===== src/rtl/layer_seq_pkg.sv =====
// Shared constants for the CNN layer sequencer: default sizing and the
// FSM state encodings, also used by the top-level datapath integration.
package layer_seq_pkg;

    localparam int STAGE_NUM_DEF     = 4;
    localparam int STG_W_DEF         = 2;
    localparam int TIMEOUT_WIDTH_DEF = 16;

    localparam logic [2:0] ST_IDLE   = 3'd0;
    localparam logic [2:0] ST_LAUNCH = 3'd1;
    localparam logic [2:0] ST_WAIT   = 3'd2;
    localparam logic [2:0] ST_NEXT   = 3'd3;
    localparam logic [2:0] ST_FINISH = 3'd4;
    localparam logic [2:0] ST_ERROR  = 3'd5;

    typedef enum logic [2:0] {
        S_IDLE   = ST_IDLE,
        S_LAUNCH = ST_LAUNCH,
        S_WAIT   = ST_WAIT,
        S_NEXT   = ST_NEXT,
        S_FINISH = ST_FINISH,
        S_ERROR  = ST_ERROR
    } seq_state_e;

endpackage


===== src/rtl/layer_sequencer_stage_next_finder.sv =====
// Priority encoder picking the next enabled layer stage.
// With from_start set it returns the lowest enabled stage overall,
// otherwise the lowest enabled stage strictly above base.
module stage_next_finder
    import layer_seq_pkg::*;
#(
    parameter int STAGE_NUM = STAGE_NUM_DEF,
    parameter int STG_W     = STG_W_DEF
) (
    input  logic [STAGE_NUM-1:0] mask,
    input  logic [STG_W-1:0]     base,
    input  logic                 from_start,
    output logic [STG_W-1:0]     idx,
    output logic                 valid
);

    // Scan from the top down so the lowest qualifying index wins.
    always_comb begin
        idx   = '0;
        valid = 1'b0;
        for (int i = STAGE_NUM - 1; i >= 0; i--) begin
            if (mask[i] && (from_start || (i > int'(base)))) begin
                idx   = STG_W'(i);
                valid = 1'b1;
            end
        end
    end

endmodule


===== src/rtl/layer_sequencer.sv =====
// Run controller for the MNIST CNN layer engines: launches enabled stages
// one at a time, steers the ping-pong feature buffers and watches for hangs.
// Optional cycle counter output enabled by defining LAYER_PERF_CNT_EN.
//
// state  | meaning
// IDLE   | waiting for a run request
// LAUNCH | one-cycle start pulse to the current stage, watchdog loaded
// WAIT   | waiting for the current stage's done, watchdog running
// NEXT   | flip buffers, pick the next enabled stage or finish
// FINISH | one-cycle run-complete pulse
// ERROR  | watchdog expired; held until the next run request
module layer_sequencer
    import layer_seq_pkg::*;
#(
    parameter int STAGE_NUM     = STAGE_NUM_DEF,
    parameter int STG_W         = STG_W_DEF,
    parameter int TIMEOUT_WIDTH = TIMEOUT_WIDTH_DEF
`ifdef LAYER_PERF_CNT_EN
    ,
    parameter int CNT_WIDTH     = 32
`endif
) (
    input  logic                     clk,
    input  logic                     rst_n,
    input  logic                     axisif_in_start,
    output logic                     axisif_out_done,
    output logic                     out_busy,
    input  logic [STAGE_NUM-1:0]     in_stageMask,
    input  logic [TIMEOUT_WIDTH-1:0] in_timeoutLimit,
    output logic [STAGE_NUM-1:0]     out_stageStart,
    input  logic [STAGE_NUM-1:0]     in_stageDone,
    output logic [STG_W-1:0]         out_curStage,
    output logic                     out_bufSel,
    output logic                     out_error,
    output logic [STG_W-1:0]         out_errStage
`ifdef LAYER_PERF_CNT_EN
    ,
    output logic [CNT_WIDTH-1:0]     out_perfCycles
`endif
);

    seq_state_e               state_q, state_d;
    logic [STAGE_NUM-1:0]     mask_q, mask_d;
    logic [TIMEOUT_WIDTH-1:0] limit_q, limit_d;
    logic [TIMEOUT_WIDTH-1:0] timer_q, timer_d;
    logic [STG_W-1:0]         cur_q, cur_d;
    logic [STG_W-1:0]         err_stage_q, err_stage_d;
    logic                     buf_q, buf_d;

    logic                     idle_like;
    logic                     start_accept;
    logic [STAGE_NUM-1:0]     find_mask;
    logic [STG_W-1:0]         nxt_idx;
    logic                     nxt_valid;

    // A start from IDLE or ERROR uses the live mask; NEXT uses the latched one.
    assign idle_like    = (state_q == S_IDLE) || (state_q == S_ERROR);
    assign start_accept = idle_like && axisif_in_start;
    assign find_mask    = idle_like ? in_stageMask : mask_q;

    stage_next_finder #(
        .STAGE_NUM (STAGE_NUM),
        .STG_W     (STG_W)
    ) u_next_finder (
        .mask       (find_mask),
        .base       (cur_q),
        .from_start (idle_like),
        .idx        (nxt_idx),
        .valid      (nxt_valid)
    );

    // Next-state logic; the watchdog counts down from limit-1 and trips at zero.
    always_comb begin
        state_d     = state_q;
        mask_d      = mask_q;
        limit_d     = limit_q;
        timer_d     = timer_q;
        cur_d       = cur_q;
        err_stage_d = err_stage_q;
        buf_d       = buf_q;
        case (state_q)
            S_IDLE, S_ERROR: begin
                if (axisif_in_start) begin
                    mask_d  = in_stageMask;
                    limit_d = in_timeoutLimit;
                    buf_d   = 1'b0;
                    if (nxt_valid) begin
                        cur_d   = nxt_idx;
                        state_d = S_LAUNCH;
                    end else begin
                        state_d = S_FINISH;
                    end
                end
            end
            S_LAUNCH: begin
                timer_d = limit_q - TIMEOUT_WIDTH'(1);
                state_d = S_WAIT;
            end
            S_WAIT: begin
                if (in_stageDone[cur_q]) begin
                    state_d = S_NEXT;
                end else if ((limit_q != '0) && (timer_q == '0)) begin
                    err_stage_d = cur_q;
                    state_d     = S_ERROR;
                end else begin
                    timer_d = timer_q - TIMEOUT_WIDTH'(1);
                end
            end
            S_NEXT: begin
                buf_d = ~buf_q;
                if (nxt_valid) begin
                    cur_d   = nxt_idx;
                    state_d = S_LAUNCH;
                end else begin
                    state_d = S_FINISH;
                end
            end
            S_FINISH: state_d = S_IDLE;
            default:  state_d = S_IDLE;
        endcase
    end

    // State and run-context registers with synchronous active-low reset.
    always_ff @(posedge clk) begin
        if (!rst_n) begin
            state_q     <= S_IDLE;
            mask_q      <= '0;
            limit_q     <= '0;
            timer_q     <= '0;
            cur_q       <= '0;
            err_stage_q <= '0;
            buf_q       <= 1'b0;
        end else begin
            state_q     <= state_d;
            mask_q      <= mask_d;
            limit_q     <= limit_d;
            timer_q     <= timer_d;
            cur_q       <= cur_d;
            err_stage_q <= err_stage_d;
            buf_q       <= buf_d;
        end
    end

    // Moore outputs decoded from the registered state only.
    always_comb begin
        out_stageStart = '0;
        if (state_q == S_LAUNCH) begin
            out_stageStart[cur_q] = 1'b1;
        end
    end

    assign axisif_out_done = (state_q == S_FINISH);
    assign out_busy        = (state_q == S_LAUNCH) || (state_q == S_WAIT) ||
                             (state_q == S_NEXT)   || (state_q == S_FINISH);
    assign out_error       = (state_q == S_ERROR);
    assign out_errStage    = err_stage_q;
    assign out_curStage    = cur_q;
    assign out_bufSel      = buf_q;

`ifdef LAYER_PERF_CNT_EN
    logic [CNT_WIDTH-1:0] perf_cnt_q, perf_cnt_d;
    logic [CNT_WIDTH-1:0] perf_out_q, perf_out_d;

    // Saturating run-length counter, snapshotted on entry to FINISH or ERROR.
    always_comb begin
        perf_cnt_d = perf_cnt_q;
        perf_out_d = perf_out_q;
        if (start_accept) begin
            perf_cnt_d = '0;
        end else if (out_busy && (perf_cnt_q != '1)) begin
            perf_cnt_d = perf_cnt_q + CNT_WIDTH'(1);
        end
        if ((state_d != state_q) && ((state_d == S_FINISH) || (state_d == S_ERROR))) begin
            perf_out_d = perf_cnt_d;
        end
    end

    // Perf registers; the snapshot holds between runs.
    always_ff @(posedge clk) begin
        if (!rst_n) begin
            perf_cnt_q <= '0;
            perf_out_q <= '0;
        end else begin
            perf_cnt_q <= perf_cnt_d;
            perf_out_q <= perf_out_d;
        end
    end

    assign out_perfCycles = perf_out_q;
`endif

endmodule


===== config.mk =====
export PLATFORM = sky130hd
export DESIGN_NAME = layer_sequencer
export DESIGN_NICKNAME = d
export VERILOG_FILES = /design/src/rtl/layer_seq_pkg.sv /design/src/rtl/layer_sequencer_stage_next_finder.sv /design/src/rtl/layer_sequencer.sv
export SDC_FILE = /design/constraint.sdc
export NUM_CORES = 1
export LEC_CHECK = 0
export BUFFER_PORTS_ARGS = -buffer_cell sky130_fd_sc_hd__buf_2
export CAP_MARGIN = 20
export CORE_ASPECT_RATIO = 0.9
export CORE_MARGIN = 3
export CORE_UTILIZATION = 57
export CTS_CLUSTER_SIZE = 25
export DETAILED_ROUTE_END_ITERATION = 7
export GPL_ROUTABILITY_DRIVEN = 1
export PLACE_DENSITY = 0.8
export SLEW_MARGIN = 20
export SYNTH_ARGS = -nofsm -noshare
export SYNTH_HDL_FRONTEND = slang
export SYNTH_SLANG_ARGS = --single-unit

===== constraint.sdc =====
create_clock -name clk -period 9.1 [get_ports clk]
set_input_delay 0.91 -clock clk [delete_from_list [all_inputs] [get_ports clk]]
set_output_delay 0.91 -clock clk [all_outputs]
set_load 0.02 [all_outputs]

# --- Word-level counts from Yosys, hierarchy flattened ---
# Cells that the tools add are included.
classes:
  add_sub_neg: 2
  order_cmp: 5
  n_eq_ne: 9
  n_mux: 27
  bitwise: 2
  n_reduce_logical: 24
op_table:
  columns: ["op", "n"]
  rows:
  - ["$mux W16", 2]
  - ["$pmux W16 S2", 1]
  - ["$sub A16 B1 Y16 const B", 2]
  - ["$logic_not A16 Y1", 1]
  - ["$reduce_bool A16 Y1", 1]
  - ["$mux W2", 6]
  - ["$mux W3", 4]
  - ["$pmux W3 S4", 1]
  - ["$mux W4", 2]
  - ["$logic_or A1 B1 Y1", 7]
  - ["$mux W1", 7]
  - ["$eq A3 B2 Y1 const B", 2]
  - ["$eq A3 B3 Y1 const B", 2]
  - ["$logic_and A1 B1 Y1", 6]
  - ["$ne A2 B2 Y1 const B", 3]
  - ["$reduce_and A2 Y1", 3]
  - ["$reduce_and A3 Y1", 2]
  - ["$gt A2 B2 Y1 const A", 2]
  - ["$pmux W2 S2", 1]
  - ["$reduce_bool A2 Y1", 2]
  - ["$eq A3 B1 Y1 const B", 1]
  - ["$logic_not A3 Y1", 1]
  - ["$lt A2 B3 Y1 const B", 1]
  - ["$ne A3 B3 Y1 const B", 1]
  - ["7 further kinds", 8]
totals:
  ff_bits: 44
  output_inout_bits: 12
  word_cells: 76

# --- Logic depth before layout (Yosys ltp) ---
# Gate-level depths: netlist of the first run.
logic_depth:
  ltp_word: 11
  depth_mapped: 12
  depth_no_buf: 9

# --- By module ---
# Synthesis of the first run repeated with hierarchy kept, for this count alone.
hier_totals:
  cells_unflattened: 340
  area_unflattened_um2: 2735.1
by_module_without_submodules:
  columns: ["mod", "instances", "cells_each", "area_per_inst_um2", "seq_area_each_um2"]
  rows:
  - ["layer_sequencer", 1, 324, 2641.3, 880.8]
  - ["stage_next_finder", 1, 16, 93.8, 0.0]

# --- Worst setup path after synthesis of the first run ---
# Ideal clock, no wire load.
synth_timing:
  path_type: "register to register"
  startpoint: "reg state_q[1]"
  endpoint: "reg timer_q[10]"
  setup_time_ns: 0.069
  arrival_ns: 2.834
  slack_ns: 6.197
  stages_incl_launch_ff: 12
  period_less_slack_ns: 2.903
  cell_sequence: "dfxtp_1 > clkbuf_1 > nor3b_1 > buf_2 > buf_1 > mux2i_1 > ha_1 > o21ai_0 > a21oi_1 > o21ai_0 > or3_1 > o21ai_1"
synth_via:
  elab_chain_len: 3
  elab_cells_between_ends: 7
synth_lines:
  columns: ["item", "line_no", "rtl"]
  rows:
  - ["start, declared", "layer_sequencer.sv:42", "seq_state_e state_q, state_d;"]
  - ["start signal, assigned", "layer_sequencer.sv:134", "state_q <= state_d;"]
  - ["$eq A3 B2 Y1 / $eq A3 B1 Y1 (equally long branches)", "layer_sequencer.sv:81", "case (state_q)"]
  - ["$ne A2 B2 Y1 (no line) / $reduce_bool A2 Y1 (equally long branches)", null, null]
  - ["$reduce_and A3 Y1 (no line)", null, null]
  - ["end signal, assigned", "layer_sequencer.sv:137", "timer_q <= timer_d;"]
  - ["end, declared", "layer_sequencer.sv:45", "logic [TIMEOUT_WIDTH-1:0] timer_q, timer_d;"]
# Several ways; a longest one is shown, not always the timed one.
# A chain may end at the register's enable or synchronous reset.

# --- Final worst setup path of the first run ---
# Same ends and word-level chain as after synthesis.

==> reports/results.txt, run 1 <==
syn nets - 368
Cells after Synth - 340
Cell Pwr Density - 330 mW/mm^2
H-tree levels - 2
most frequent cells in the layout - nor2_1, dfxtp_1, buf_2
CP arrival - 3.41 ns
Distinct cells, synth - 56
maximum clock insertion buffer count - 2
fin crit period - 3.17 ns
Synth warnings - 0
drt wl/cell - 15.5 um
most common cell after layout, fill and taps aside - nor2_1
worst ir drop on vdd - 0.000179 V
CP max stage cell - dfxtp_1
P_leak - 0.00117 uW
drt pass-1 iters - 5
hold slack - 0.496 ns
Clock Skew - 0.00522 ns
Hold WC Path Type - reg2reg
# nets final - 392
synth-to-layout area growth - 11.4%
kind of critical path - reg2reg
# diodes - 0
setup violators final - 0
largest net degree at the start of global routing - 39
run status - finished clean
headroom to the max-slew limit - 46.1%
FILL cells - 369
GRT Total Usage - 24.4%
Net Sw Power - 447 uW
register bit count reported by yosys - 43
CTS resizes - 0
Flop pwr share - 32.2%
Fmax - 0.315 GHz
Least-Margin Pin Slew - 0.808 ns
Layout Utilization - 68.9%
MaxCap Viol Count - 0
die width - 77.5 um
power share of the combinational group - 52.5%
clock slew at reported path FFs - 0.08 ns
Core ar. - 0.00424 mm^2
Post-synth top flop - dfxtp_1
vias in the first global route - 2326
Worst Slack Setup Final - 5.93 ns
ANT nets after route - 0
crit share post-route - 34.9%
Num CTS Buffers - 5
setup TNS - 0 ns
EDFF count, synth - 0
final wirelength - 6.57 mm
die height - 70.3 um
Crit Path Max Fanout - 32
Via density - 6.26
CTS Hold Bufs - 0
Synth Cell Area - 0.00262 mm^2
initial DRC count - 307
post-synthesis sequential area ratio - 32.8%
cell row count - 22
clock share of power - 15.3%
RSZ-0062 raised after global routing - no
DP HPWL - 4.63 mm
postcts setup bufs - 0
Sw Share - 46.3%
post-synth top area cell - dfxtp_1
final weighted congestion in routability-driven placement - 0.943
initial antenna violation count - 0
Yosys top cell area share - 32.8%
worst path required time - 9.33 ns
io pins - 39
DRC - 0
first-pass GRT wire length - 10.9 mm
gr ovfl total - 0
Clk Latency, worst-skew pair - 0.30 ns
CP most frequent cell - o21ai_0
CTS tree - yes
die footprint - 0.00545 mm^2
internal power - 518 uW
vias post-DR - 2655
Max stage delay on crit path - 0.65 ns
Syn Area/Cell - 7.71 um^2
Starting Density - 61.8%
synth top area cells - dfxtp_1, mux2i_1, nor2_1, a21oi_1, nand2_1
endpoints failing hold - 0
crit path capture type - flop
root buf cell - clkbuf_8
I/O Buffers - 38
CTS sink count - 43
worst slack at placement - 6.02 ns
Post-synth ARST share - 0%
max-slew violation count - 0
CP Cell Sequence - nor3b_2 -> buf_4 -> mux2i_1 -> ha_1 -> o21ai_0 -> a21oi_1 -> o21ai_0 -> or3_1 -> o21ai_1
startpoint types - flop
share of layout cells above drive strength 1 - 17.3%
==> worst paths after layout <==
check                                start     endpoint  slack (ns)  cells after the start
worst max register to register  state_q[1]  timer_q[10]        5.93                      9
worst min-delay path             mask_q[1]    mask_q[1]        0.50                      2
worst min register to register   mask_q[1]    mask_q[1]        0.50                      2
worst max-delay path            state_q[1]  timer_q[10]        5.93                      9
==> per-layer routing <==
| layer | up-vias | global-route usage [%] | routed length (um) |
|---|---|---|---|
| met5 | - | 0 | 0 |
| met4 | 0 | 5.73 | 94 |
| met3 | 14 | 5.41 | 557 |
| met2 | 135 | 35.3 | 2700 |
| met1 | 1220 | 36.6 | 3220 |
| li1 | 1286 | - | - |
==> power by group through the flow <==
stage	Clock (uW)	Sequential, uW	Combinational [uW]
floorplan	0	279	419
global placement	0	311	487
detailed placement	0	312	494
CTS	149	308	497
global route	155	320	558
finish	147	311	506
==> area by class of cell <==
class / count / area [um^2] / area share (%)
Clock buffer: 5 / 68.8 / 2.36
Clock inverter: 2 / 37.5 / 1.29
Inverter: 10 / 37.5 / 1.29
Multi-Input combinational cell: 263 / 1630 / 55.7
Sequential cell: 43 / 861 / 29.5
Tap cell: 60 / 75.1 / 2.57
Timing Repair Buffer: 41 / 213 / 7.28
==> state kept, by name (all words and copies together) (netlist names) <==
register	flops
limit_q	16
out_errStage	2
timer_q	16
out_curStage	2
state_q	3
mask_q	3
out_bufSel	1
==> stage by stage <==
stage          total power (uW)  cells  instance area [um^2]
6_report                    964    424                  2920
5_1_grt                    1030    424                  2920
4_1_cts                     954    424                  2920
3_5_place_dp                806    417                  2810
3_3_place_gp                798    417                  2810
2_1_floorplan               698    340                  2620
==> cell usage after synthesis (2+ instances only) <==
cell type  count
or2_2          3
o21ai_0       12
a21o_1         3
xor2_1         2
o22ai_1        2
or4_1          3
a31oi_1       11
o31ai_1        3
nand4_1        2
mux2i_1       23
nor2_1        48
clkbuf_1      18
or3b_2         2
dfxtp_1       43
a22o_1         3
inv_1         10
o31a_1         2
or3_1          8
a21oi_1       24
nand3_1        4
o211ai_1       4
a211oi_1       5
nor3b_1        4
o311a_1        2
and2_1         2
buf_2          4
nor3_1        16
nand2_1       31
o21ai_1        4
nor4_1        10
o32ai_1        2
a22oi_1        4
xnor2_1        3
==> worst max-delay path: cells and delay by family (launching register included) <==
kind / cells / cell delay (ns)
multiplexers: 1 / 0.36
AND/OR/NAND/NOR: 2 / 0.62
buffers and inverters: 1 / 0.33
AO/OA/AOI/OAI: 4 / 0.86
adder cells (fa/ha/maj): 1 / 0.28
flip-flops: 1 / 0.65
==> cells by family after synthesis <==
group / after synthesis / synth area share, %
and+or+nand+nor: 141 / 26.5
muxes: 24 / 9.64
adders and majority gates: 1 / 0.477
DFF: 43 / 32.8
xor gates and xnor gates: 5 / 1.67
AOI/OAI and AO/OA: 92 / 23.5
buffers and inverters: 34 / 5.35
No activity file was read; power rests on OpenSTA's default activity.
==> run 2, diff against run 1 <==
--- a/config.mk
+++ b/config.mk
@@ -9,11 +9,11 @@
 export CAP_MARGIN = 20
 export CORE_ASPECT_RATIO = 0.9
 export CORE_MARGIN = 3
-export CORE_UTILIZATION = 57
+export CORE_UTILIZATION = 51
 export CTS_CLUSTER_SIZE = 25
 export DETAILED_ROUTE_END_ITERATION = 7
 export GPL_ROUTABILITY_DRIVEN = 1
-export PLACE_DENSITY = 0.8
+export PLACE_DENSITY = 0.75
 export SLEW_MARGIN = 20
 export SYNTH_ARGS = -nofsm -noshare
 export SYNTH_HDL_FRONTEND = slang
==> constraint.sdc (replaced) <==
create_clock -name clk -period 2.9 [get_ports clk]
set_input_delay 0.29 -clock clk [delete_from_list [all_inputs] [get_ports clk]]
set_output_delay 0.29 -clock clk [all_outputs]
set_load 0.02 [all_outputs]
==> run 2 against run 1 <==
  * Sequential power rose to 2.9 times the previous value
  * Worst setup slack got worse by 5.6 ns
  * Die area rose by 11%
  * Wire length fell by 0.40%
  * Register-to-register slack got worse by 5.6 ns
  * Cell count rose by 3.3%
  * Clock skew fell by 0.00052 ns
  * Critical path type unchanged
  * Critical path depth fell by 2
==> reports/results.txt, run 2 (synthesis results as in run 1) <==
Hold WC Path Type - in2reg
CTS Hold Bufs - 0
CTS sink count - 43
max-slew violation count - 0
crit path capture type - flop
final weighted congestion in routability-driven placement - 0.933
CTS resizes - 0
worst setup path startpoint - timer_q[3]
Least-Margin Pin Slew - 0.762 ns
setup violators final - 0
postcts setup bufs - 0
fin crit period - 2.59 ns
Worst Slack Setup Final - 0.314 ns
Starting Density - 53.6%
r2r setup slk - 0.31 ns
# nets final - 400
CP max stage cell - or4_1
worst slack at placement - 0.336 ns
Num CTS Buffers - 5
run status - finished clean
DRC - 0
Setup crit end - timer_q[2]
Crit Path Max Fanout - 10
worst flop-to-flop path startpoint - timer_q[3]
worst reg2reg path depth - 7
vias post-DR - 2607
Levels on crit path - 7
Fmax - 0.387 GHz
initial antenna violation count - 0
CP arrival - 2.81 ns
CP delay by family, top - simple AND/OR/NAND/NOR gates
startpoint types - flop
headroom to the max-slew limit - 49.1%
ANT nets after route - 0
most common cell after layout, fill and taps aside - nor2_1
io pins - 39
worst path required time - 3.12 ns
vias in the first global route - 2107
CP Cell Sequence - or4_1 -> nor3_4 -> o211ai_4 -> a21oi_2 -> buf_4 -> nor3_1 -> a211oi_1
MaxCap Viol Count - 0
kind of critical path - reg2reg
root buf cell - clkbuf_8
maximum clock insertion buffer count - 2
largest registers - limit_q: 16 flops, timer_q: 16 flops
die width - 81.6 um
worst ir drop on vdd - 0.000505 V
DP HPWL - 4.70 mm
# diodes - 0
worst hold path startpoint - in_timeoutLimit[2]
H-tree levels - 2
setup TNS - 0 ns
GRT Total Usage - 21.9%
largest net degree at the start of global routing - 31
met2 wire length - 3.05 mm
Clock Skew - 0.00470 ns
WL met1 - 3.06 mm
Cell Pwr Density - 1010 mW/mm^2
crit share post-route - 89.2%
RSZ-0062 raised after global routing - no
Clk Latency, worst-skew pair - 0.30 ns
die footprint - 0.00604 mm^2
gr ovfl total - 0
Worst R2R End - timer_q[2]
I/O Buffers - 38
first-pass GRT wire length - 10.3 mm
final wirelength - 6.55 mm
Max stage delay on crit path - 0.66 ns
share of layout cells above drive strength 1 - 18.8%
initial DRC count - 175
drt pass-1 iters - 5
CTS tree - yes
Via density - 5.95
met3 WL - 303 um
die height - 74.0 um
Buf+Inv Stages, Crit Path - 1
P_leak - 0.00121 uW
most frequent cells in the layout - nor2_1, dfxtp_1, buf_2
synth-to-layout area growth - 13.9%
clock slew at reported path FFs - 0.08 ns
Core ar. - 0.00489 mm^2
cell row count - 24
drt wl/cell - 14.9 um
endpoints failing hold - 0
max layer used - met4
FILL cells - 443
## run 2: cell types whose count changed in the layout (fill, tap and decap cells not counted), sizes merged
cell and delta:
clkinvlp -1, bufinv -1, buf +8, clkbuf +3
## run 2: report_power, final
part / switching [uW] / total, uW / internal [uW]
sequential: 175 / 915 / 739
clock: 206 / 423 / 218
combinational: 1000 / 1680 / 679
## run 2: how the worst min path moves through the flow
stage	slack (ns)	depth (start not counted)	end
final	0.21	3	limit_q[2]
after global routing	0.23	3	limit_q[4]
after CTS	0.22	3	limit_q[1]
after detailed placement	0.48	2	out_errStage[0]
after global placement	0.47	2	mask_q[1]
after floorplan	0.43	2	mask_q[2]
## run 2: layout make-up
class                      instances  area [um^2]  share of cell area [%]
tap                               65         81.3                    2.72
multi-input combinational        263         1630                    54.7
inverter                          10         37.5                    1.26
timing repair buffer              49          273                    9.13
clock buffer                       8          100                    3.35
sequential                        43          861                    28.8
## run 2: routing by layer
layer / up-vias / GRT usage [%]
met3: 14 / 3.75
met5: - / 0
met2: 65 / 33.4
met1: 1220 / 31.0
met4: 0 / 8.67
li1: 1308 / -
## run 2: worst register-to-register path: stages (launching register included)
cell and delay (ns):
dfxtp_1 0.37, or4_1 0.66, nor3_4 0.38, o211ai_4 0.15, a21oi_2 0.42, buf_4 0.26
nor3_1 0.07, a211oi_1 0.19
## run 2: stage by stage
stage	cells	hold WS, ns	total power [uW]	instance area, um^2	util, %
2_1_floorplan	340	0.429	2190	2630	-
3_3_place_gp	430	0.470	2550	2890	59.0
3_5_place_dp	430	0.482	2580	2890	59.0
4_1_cts	438	0.216	3010	2990	61.0
5_1_grt	438	0.225	3230	2990	61.0
6_report	438	0.213	3020	2990	61.0
